### src/rtl/cpu_status_pkg.sv
// Shared types and constants for the processor status (P) register.
// Flag bit positions follow the classic {N,V,1,B,D,I,Z,C} layout.
package cpu_status_pkg;

    typedef enum logic [2:0] {
        FOP_NONE,
        FOP_SEC,
        FOP_CLC,
        FOP_SEI,
        FOP_CLI,
        FOP_SED,
        FOP_CLD,
        FOP_CLV
    } flag_op_e;

    typedef enum logic [1:0] {
        ST_IDLE,
        ST_PUSH,
        ST_PULL
    } state_e;

    localparam int P_C = 0;
    localparam int P_Z = 1;
    localparam int P_I = 2;
    localparam int P_D = 3;
    localparam int P_B = 4;
    localparam int P_U = 5;
    localparam int P_V = 6;
    localparam int P_N = 7;

    localparam logic [7:0] P_RESET = 8'h24;

    // The register never stores B; U always reads as one.
    function automatic logic [7:0] fix_p(input logic [7:0] p);
        logic [7:0] r;
        r      = p;
        r[P_U] = 1'b1;
        r[P_B] = 1'b0;
        return r;
    endfunction

endpackage

### src/rtl/status_register_branch_eval.sv
// Branch condition evaluator: compares one selected flag of P
// against the wanted value, purely combinational.
module branch_eval
    import cpu_status_pkg::*;
(
    input  logic [7:0] p,
    input  logic [2:0] cond,
    output logic       taken
);

    logic flag;

    always_comb begin
        flag = 1'b0;
        unique case (cond[2:1])
            2'b00: flag = p[P_N];
            2'b01: flag = p[P_V];
            2'b10: flag = p[P_C];
            2'b11: flag = p[P_Z];
            default: flag = 1'b0;
        endcase
    end

    assign taken = (flag == cond[0]);

endmodule

### src/rtl/status_register.sv
// Processor status register with flag updates, flag ops,
// stack push/pull handshakes and branch evaluation.
module status_register
    import cpu_status_pkg::*;
(
    input  logic       clk,
    input  logic       rst_n,
    input  logic       flag_n_in,
    input  logic       flag_z_in,
    input  logic       flag_c_in,
    input  logic       flag_v_in,
    input  logic       upd_nz,
    input  logic       upd_c,
    input  logic       upd_v,
    input  logic [2:0] flag_op,
    input  logic       push_req,
    input  logic       push_brk,
    input  logic       push_sei,
    input  logic       pull_req,
    output logic       stk_wr_valid,
    output logic [7:0] stk_wr_data,
    input  logic       stk_wr_ready,
    output logic       stk_rd_req,
    input  logic       stk_rd_valid,
    input  logic [7:0] stk_rd_data,
    input  logic [2:0] branch_cond,
    output logic       branch_taken,
    output logic [7:0] p_out,
    output logic       busy
);

    state_e     state_q, state_d;
    logic [7:0] p_q, p_d;
    logic [7:0] wr_data_q, wr_data_d;
    logic       sei_q, sei_d;
    flag_op_e   op;

    assign op = flag_op_e'(flag_op);

    always_ff @(posedge clk or negedge rst_n) begin
        if (!rst_n) begin
            state_q   <= ST_IDLE;
            p_q       <= P_RESET;
            wr_data_q <= 8'h00;
            sei_q     <= 1'b0;
        end else begin
            state_q   <= state_d;
            p_q       <= p_d;
            wr_data_q <= wr_data_d;
            sei_q     <= sei_d;
        end
    end

    always_comb begin
        state_d = state_q;
        unique case (state_q)
            ST_IDLE: begin
                if (push_req) begin
                    state_d = ST_PUSH;
                end else if (pull_req) begin
                    state_d = ST_PULL;
                end
            end
            ST_PUSH: if (stk_wr_ready) state_d = ST_IDLE;
            ST_PULL: if (stk_rd_valid) state_d = ST_IDLE;
            default: state_d = ST_IDLE;
        endcase
    end

    always_comb begin
        p_d       = p_q;
        wr_data_d = wr_data_q;
        sei_d     = sei_q;
        unique case (state_q)
            ST_IDLE: begin
                if (upd_nz) begin
                    p_d[P_N] = flag_n_in;
                    p_d[P_Z] = flag_z_in;
                end
                if (upd_c) p_d[P_C] = flag_c_in;
                if (upd_v) p_d[P_V] = flag_v_in;
                // Explicit flag ops win over ALU results on the same bit.
                unique case (op)
                    FOP_SEC:  p_d[P_C] = 1'b1;
                    FOP_CLC:  p_d[P_C] = 1'b0;
                    FOP_SEI:  p_d[P_I] = 1'b1;
                    FOP_CLI:  p_d[P_I] = 1'b0;
                    FOP_SED:  p_d[P_D] = 1'b1;
                    FOP_CLD:  p_d[P_D] = 1'b0;
                    FOP_CLV:  p_d[P_V] = 1'b0;
                    default:  p_d = p_d;
                endcase
                if (push_req) begin
                    wr_data_d = {p_q[7:6], 1'b1, push_brk, p_q[3:0]};
                    sei_d     = push_sei;
                end
            end
            ST_PUSH: begin
                if (stk_wr_ready && sei_q) p_d[P_I] = 1'b1;
            end
            ST_PULL: begin
                if (stk_rd_valid) p_d = stk_rd_data;
            end
            default: p_d = p_q;
        endcase
        p_d = fix_p(p_d);
    end

    always_comb begin
        stk_wr_valid = 1'b0;
        stk_rd_req   = 1'b0;
        busy         = (state_q != ST_IDLE);
        unique case (state_q)
            ST_PUSH: stk_wr_valid = 1'b1;
            ST_PULL: stk_rd_req   = 1'b1;
            default: ;
        endcase
    end

    assign stk_wr_data = wr_data_q;
    assign p_out       = p_q;

    branch_eval u_branch (
        .p     (p_q),
        .cond  (branch_cond),
        .taken (branch_taken)
    );

endmodule

### config.mk
export PLATFORM = sky130hd
export DESIGN_NAME = status_register
export DESIGN_NICKNAME = d
export VERILOG_FILES = /design/src/rtl/cpu_status_pkg.sv /design/src/rtl/status_register_branch_eval.sv /design/src/rtl/status_register.sv
export SDC_FILE = /design/constraint.sdc
export NUM_CORES = 1
export LEC_CHECK = 0
export CAP_MARGIN = 20
export CORE_UTILIZATION = 42
export CTS_CLUSTER_DIAMETER = 30
export DETAILED_ROUTE_END_ITERATION = 7
export PLACE_DENSITY = 0.84
export REMOVE_ABC_BUFFERS = 1
export SETUP_SLACK_MARGIN = 0.5
export SLEW_MARGIN = 20
export SYNTH_ARGS = -nofsm -noshare
export SYNTH_HDL_FRONTEND = slang
export SYNTH_SLANG_ARGS = --single-unit
### constraint.sdc
create_clock -name clk -period 3.6 [get_ports clk]
set_clock_uncertainty 0.05 [all_clocks]
set_input_delay 0.72 -clock clk [delete_from_list [all_inputs] [get_ports clk]]
set_output_delay 0.72 -clock clk [all_outputs]
set_load 0.005 [all_outputs]
Word level (Yosys, flattened, before mapping)
Cells that the tools add are included.
Storage, ports and cells
  flip-flop bits (word level): 17
  bits of input ports: 29
  word-level logic and storage cells: 64
Operators by class
  eq/ne operators: 22
  multiplexer cells: 21
  reductions and logical operators: 13
Operators by type and width (number)
  3-bit AND reduction: 5
  3-bit == test (second input constant): 4
  5-bit one-hot mux with 2 select lines: 1
  1-bit two-way mux: 8
  2-bit two-way mux: 4
  8-bit two-way mux: 1
  2-bit != test (second input constant): 4
  2-bit == test (second input constant): 3
  3-bit by 2-bit == test with 1-bit output (second input constant): 2
  3-bit by 1-bit != test with 1-bit output (second input constant): 2
  1-bit one-hot mux with 2 select lines: 3
  2-bit one-hot mux with 3 select lines: 1
  2-bit by 1-bit == test with 1-bit output (second input constant): 2
  2-bit logical NOT: 2
  4-bit by 2-bit != test with 1-bit output (second input constant): 1
  1-bit one-hot mux with 4 select lines: 1
  2-bit one-hot mux with 2 select lines: 1
  4-bit AND reduction: 1
  2-bit nonzero test: 2
  3-bit by 1-bit == test with 1-bit output (second input constant): 1
  3-bit by 2-bit != test with 1-bit output (second input constant): 1
  3-bit != test (second input constant): 1
  1-bit one-hot mux with 3 select lines: 1
  3-bit nonzero test: 1
  3 further kinds: 3

Longest topological paths before layout
  depth in word-level cells: 3
  gate-level depth with buffers: 7

Modules after synthesis
Synthesis repeated with hierarchy kept, for this count alone.
Second synthesis, totals
  cells, all modules: 92
  area, all modules: 969.7 sq um
By module, submodules not included
  status_register: times used 1, cells each 90, area each 938.4 sq um
  branch_eval: times used 1, cells each 2, area each 31.3 sq um

Worst setup path after synthesis
OpenSTA, ideal clock, no wires.
  kind: input to output
  start: input port branch_cond[1]
  end: output port branch_taken
  data arrival time: 1.371 ns
  data required time: 2.830 ns
  slack: 1.459 ns
  stages: 2
  cells stage by stage: mux4_2 xnor2_1
On the way
  cells in the longest elaborated chain, start to end: 3
  elaborated cells on any way between the ends: 6
  those cells by class: 4 x eq/ne; 1 x mux; 1 x reduce/logical
Ends and longest elaborated chain
  start, declared: RTL line status_register.sv:26  | input logic [2:0] branch_cond,
  2-bit == test, or another cell as far along: RTL line status_register_branch_eval.sv:15  | unique case (cond[2:1])
  1-bit one-hot mux with 4 select lines (*): RTL line status_register_branch_eval.sv:15
  1-bit == test (*): RTL line status_register_branch_eval.sv:24  | assign taken = (flag == cond[0]);
  end, declared: RTL line status_register.sv:27  | output logic branch_taken,
Every way passes the cells marked *; elsewhere a longest branch is shown, timed or not.

Worst setup path after layout
Same ends and word-level chain as after synthesis.

==> out/summary.md <==
In this run the core area contains 17 standard-cell rows. Clock latency on the worst-skew pair, taken at its later pin, is 0.29 ns. The run gives 855 as the total vias in the final route. The synthesized netlist occupies a cell area of 978 um^2. The relative slew slack is 0.506.

The run gives 1 as the H-tree depth. The tools report the startpoint of the lowest-slack hold path as stk_wr_data[5]$_DFFE_PN0P_. The number of port buffers was 44; the residual DRC count was 0. The worst register-to-register path has a setup slack of 1.46 ns.

The core region is 2210 um^2. The cell depth of the worst min-delay path works out to 1. The area growth from synthesis to layout is 49.2%.

The multi-input combinational cells in the finished layout cover a total of 505 um^2. The number of register bits inferred by synthesis is 17, and the via count of the first global-routing pass is 892. At the worst endpoint, the required time is 2.83 ns. The register area share after synthesis is 0.436. The repair_antennas step left the layout with diodes totalling 0.

The area fraction in compound gates after synthesis was 0.168. The largest vdd supply drop was 0.000411 V; the number of cells upsized or downsized after cts was 1. The count of max-cap constraint violations is 0.

Total power for the finished layout comes to 1040 uW. The xor/xnor cell area share of the yosys netlist works out to 0.0179. For hold timing, the worst endpoint is stk_wr_data[5]$_DFFE_PN0P_.

The congestion estimate from routability-driven global placement came to 0.818. After synthesis, the largest family of logic cells by area is multiplexers. The max-slew violation count was 0; the delay of the slowest critical-path stage was 0.50 ns. Setup violations remaining at the end of the flow were counted as 0.

The synthesized area divided by synthesized cell count came out at 10.8 um^2. Clock tree synthesis inserted a total of 3 buffers. The die outline width came out at 50.3 um. The count of different cell masters after synthesis was 30; the deepest clock path buffer count was 2. Once placement finished, the instance area stood at 1430 um^2.

The total of warnings raised by yosys is 0, and the share of cells above drive strength 1 is 0.140. For the total routing resource utilization after global routing, the log shows 0.198. TritonCTS built the clock tree.

The power density over the cells works out to 711 nW/um^2. The tools report the critical path startpoint as branch_cond[1]. The sequential cells in the finished layout cover a total of 427 um^2. The simple-gate portion of the synthesized area is 0.0908. In this run the vertical extent of the chip is 50.3 um. The top fanout value on the critical path is 1. Timing would allow up to 350 MHz. The hold violation total from the final report was 0; the count of pins on the block boundary was 49.

The area enclosed by the die boundary came out at 2530 um^2. The first-pass detailed-route iteration total was 4. Pin count of the biggest net entering global routing: 18. The path type of the worst min-delay path is reg -> reg. The tools report the initial antenna violation count as 0.

Category of the most critical setup path: in -> out. Setup repair after global routing left no endpoint under its margin. After clock tree synthesis, the clock-pin slew on the worst setup and hold paths is 0.10 ns. For this design, the slowest cell found on the critical path is sky130_fd_sc_hd__mux4_2. The flow ran to the end, and the final reports show no timing, DRC or antenna violations. The clock net in this run drives a total of 17 sinks. The routed design has 2.19 mm of wire. The number of nets in the finished design is 171. The setup fix buffers added after clock tree synthesis was 0; the data arrival time of the worst path was 2.09 ns. The first global-routing pass estimated 3.77 mm of wire.

The cell depth of the worst flop-to-flop path was 6; the time the final worst path needs with I/O delays and setup was 2.86 ns. The signal on the critical path passes through clkdlybuf4s50_1, mux4_2, xnor2_1, dlygate4sd2_1. The residual antenna-violating net count after detailed routing is 0, and the hold buffer count at CTS is 0. Once detailed placement completed, the half-perimeter wirelength came to 1.71 mm. For this block, the initial DRC count from the detailed router was 7. Summed over all cells, the static leakage comes to 0.000604 uW. The CTS root buffer was sky130_fd_sc_hd__clkbuf_4. The detailed-route vias per instance works out to 5.21. The tools report the number of inserted filler cells in the final layout as 185.

Summed over all failing endpoints, the final setup total negative slack is 0 ns. The endpoint identified for the worst register-to-register timing path is p_out[0]$_DFFE_PN0P_. For the total non-filler cell area in the finished layout, the log shows 1460 um^2. The effective utilization at floorplan was 0.442. The final clock period utilization by the worst path came out at 0.795. After detailed routing, the average wire length per cell comes to 13.4 um.

Adder and majority gate portion of the synthesized area: 0.0639. The transition time at the pin with the least slew margin works out to 0.739 ns. Synthesis produced 91 cells.

The tools report the category of the worst setup path capture point as an output pin. The startpoint identified for the worst register-to-register timing path is state_q[0]$_DFFE_PN0P_. STA classifies the critical path startpoint as an input port. The final global-route overflow total is 0, and the multiplexer share of the synthesized area is 0.169.
critical path, delay by kind of cell:
family | cells | cell delay [ns]
buf+inv | 2 | 0.74
mux | 1 | 0.50
xor+xnor | 1 | 0.13
registers in the layout, indices dropped and copies added, names as in the netlist:
name / count
p_out: 6
sei_q: 1
state_q: 2
stk_wr_data: 8
where the power goes:
part	internal, uW	switching (uW)	total [uW]
logic	356	239	595
clock network	41.3	60.7	102
registers	283	58.4	342
total	681	358	1040
cell families (layout without fill, tap and decap cells):
family | count (synthesis) | count (layout)
xor gates and xnor gates | 2 | 2
and+or+nand+nor | 15 | 15
DFF | 17 | 17
AOI/OAI and AO/OA | 26 | 26
adders and majority gates | 5 | 5
other | 2 | 2
muxes | 14 | 14
buffers and inverters | 10 | 55
synth_stat cells:
library cell / instances / area share
sky130_fd_sc_hd__a32oi_1: 1 / 0.0090
sky130_fd_sc_hd__a21oi_1: 9 / 0.046
sky130_fd_sc_hd__nor3b_1: 1 / 0.0077
sky130_fd_sc_hd__mux2_2: 10 / 0.12
sky130_fd_sc_hd__dfstp_2: 1 / 0.027
sky130_fd_sc_hd__xnor2_1: 1 / 0.0090
sky130_fd_sc_hd__inv_1: 7 / 0.027
sky130_fd_sc_hd__and2b_2: 1 / 0.0090
sky130_fd_sc_hd__nand2_1: 1 / 0.0038
sky130_fd_sc_hd__nor2_1: 4 / 0.015
sky130_fd_sc_hd__nand2b_1: 3 / 0.019
sky130_fd_sc_hd__ha_1: 5 / 0.064
sky130_fd_sc_hd__o211ai_1: 1 / 0.0077
sky130_fd_sc_hd__buf_4: 2 / 0.015
sky130_fd_sc_hd__buf_2: 1 / 0.0051
sky130_fd_sc_hd__o21ai_0: 6 / 0.031
sky130_fd_sc_hd__dfrtp_1: 16 / 0.41
sky130_fd_sc_hd__and2_0: 1 / 0.0064
sky130_fd_sc_hd__nand3_1: 2 / 0.010
sky130_fd_sc_hd__nor3b_2: 1 / 0.013
sky130_fd_sc_hd__nor2b_1: 1 / 0.0064
sky130_fd_sc_hd__a22oi_1: 2 / 0.015
sky130_fd_sc_hd__conb_1: 2 / 0.0077
sky130_fd_sc_hd__a2111oi_2: 1 / 0.015
sky130_fd_sc_hd__mux2i_1: 3 / 0.031
sky130_fd_sc_hd__mux4_2: 1 / 0.023
sky130_fd_sc_hd__xor2_1: 1 / 0.0090
sky130_fd_sc_hd__a21boi_0: 2 / 0.015
sky130_fd_sc_hd__a31oi_1: 2 / 0.013
sky130_fd_sc_hd__o31ai_1: 2 / 0.015
cell type report:
cell class / count / area share
Tap cell: 28 / 0.0240
Sequential cell: 17 / 0.292
Inverter: 7 / 0.0180
Clock inverter: 1 / 0.00343
Clock buffer: 3 / 0.0154
Multi-Input combinational cell: 64 / 0.346
Timing Repair Buffer: 44 / 0.301
stage by stage:
stage | util | setup WS (ns) | hold slack (ns) | instances
6_report | 0.660 | 0.740 | 0.429 | 164
5_1_grt | 0.660 | 0.663 | 0.474 | 164
4_1_cts | 0.660 | 0.728 | 0.433 | 164
3_5_place_dp | 0.648 | 0.451 | 0.405 | 160
3_3_place_gp | 0.648 | 0.475 | 0.402 | 160
2_1_floorplan | - | 1.46 | 0.374 | 88
per-layer routing:
metal / GRT usage / share of wire / vias up
met1: 0.234 / 0.43 / 404
met4: 0.0571 / 0 / 0
met5: 0 / 0 / -
met3: 0.0364 / 0.070 / 0
met2: 0.358 / 0.50 / 38
li1: - / - / 413
how the worst max path moves through the flow:
stage / to / slack, ns / cells after the start
3_3_place_gp: branch_taken / 0.47 / 4
3_5_place_dp: branch_taken / 0.45 / 4
5_1_grt: branch_taken / 0.66 / 4
2_1_floorplan: branch_taken / 1.46 / 2
6_report: branch_taken / 0.74 / 4
4_1_cts: branch_taken / 0.73 / 4
cell usage in the layout (no fill, tap or decap), types with 2 or more instances in the layout:
| cell | count |
|---|---|
| sky130_fd_sc_hd__o31ai_1 | 2 |
| sky130_fd_sc_hd__a21boi_0 | 2 |
| sky130_fd_sc_hd__inv_1 | 7 |
| sky130_fd_sc_hd__dfrtp_1 | 16 |
| sky130_fd_sc_hd__a22oi_1 | 2 |
| sky130_fd_sc_hd__nand3_1 | 2 |
| sky130_fd_sc_hd__mux2_2 | 10 |
| sky130_fd_sc_hd__o21ai_0 | 6 |
| sky130_fd_sc_hd__a31oi_1 | 2 |
| sky130_fd_sc_hd__nand2b_1 | 3 |
| sky130_fd_sc_hd__clkbuf_4 | 3 |
| sky130_fd_sc_hd__ha_1 | 5 |
| sky130_fd_sc_hd__nor2_1 | 4 |
| sky130_fd_sc_hd__clkdlybuf4s50_1 | 43 |
| sky130_fd_sc_hd__a21oi_1 | 9 |
| sky130_fd_sc_hd__mux2i_1 | 3 |
| sky130_fd_sc_hd__conb_1 | 2 |
Note: power is estimated with default switching activity, not from simulation.
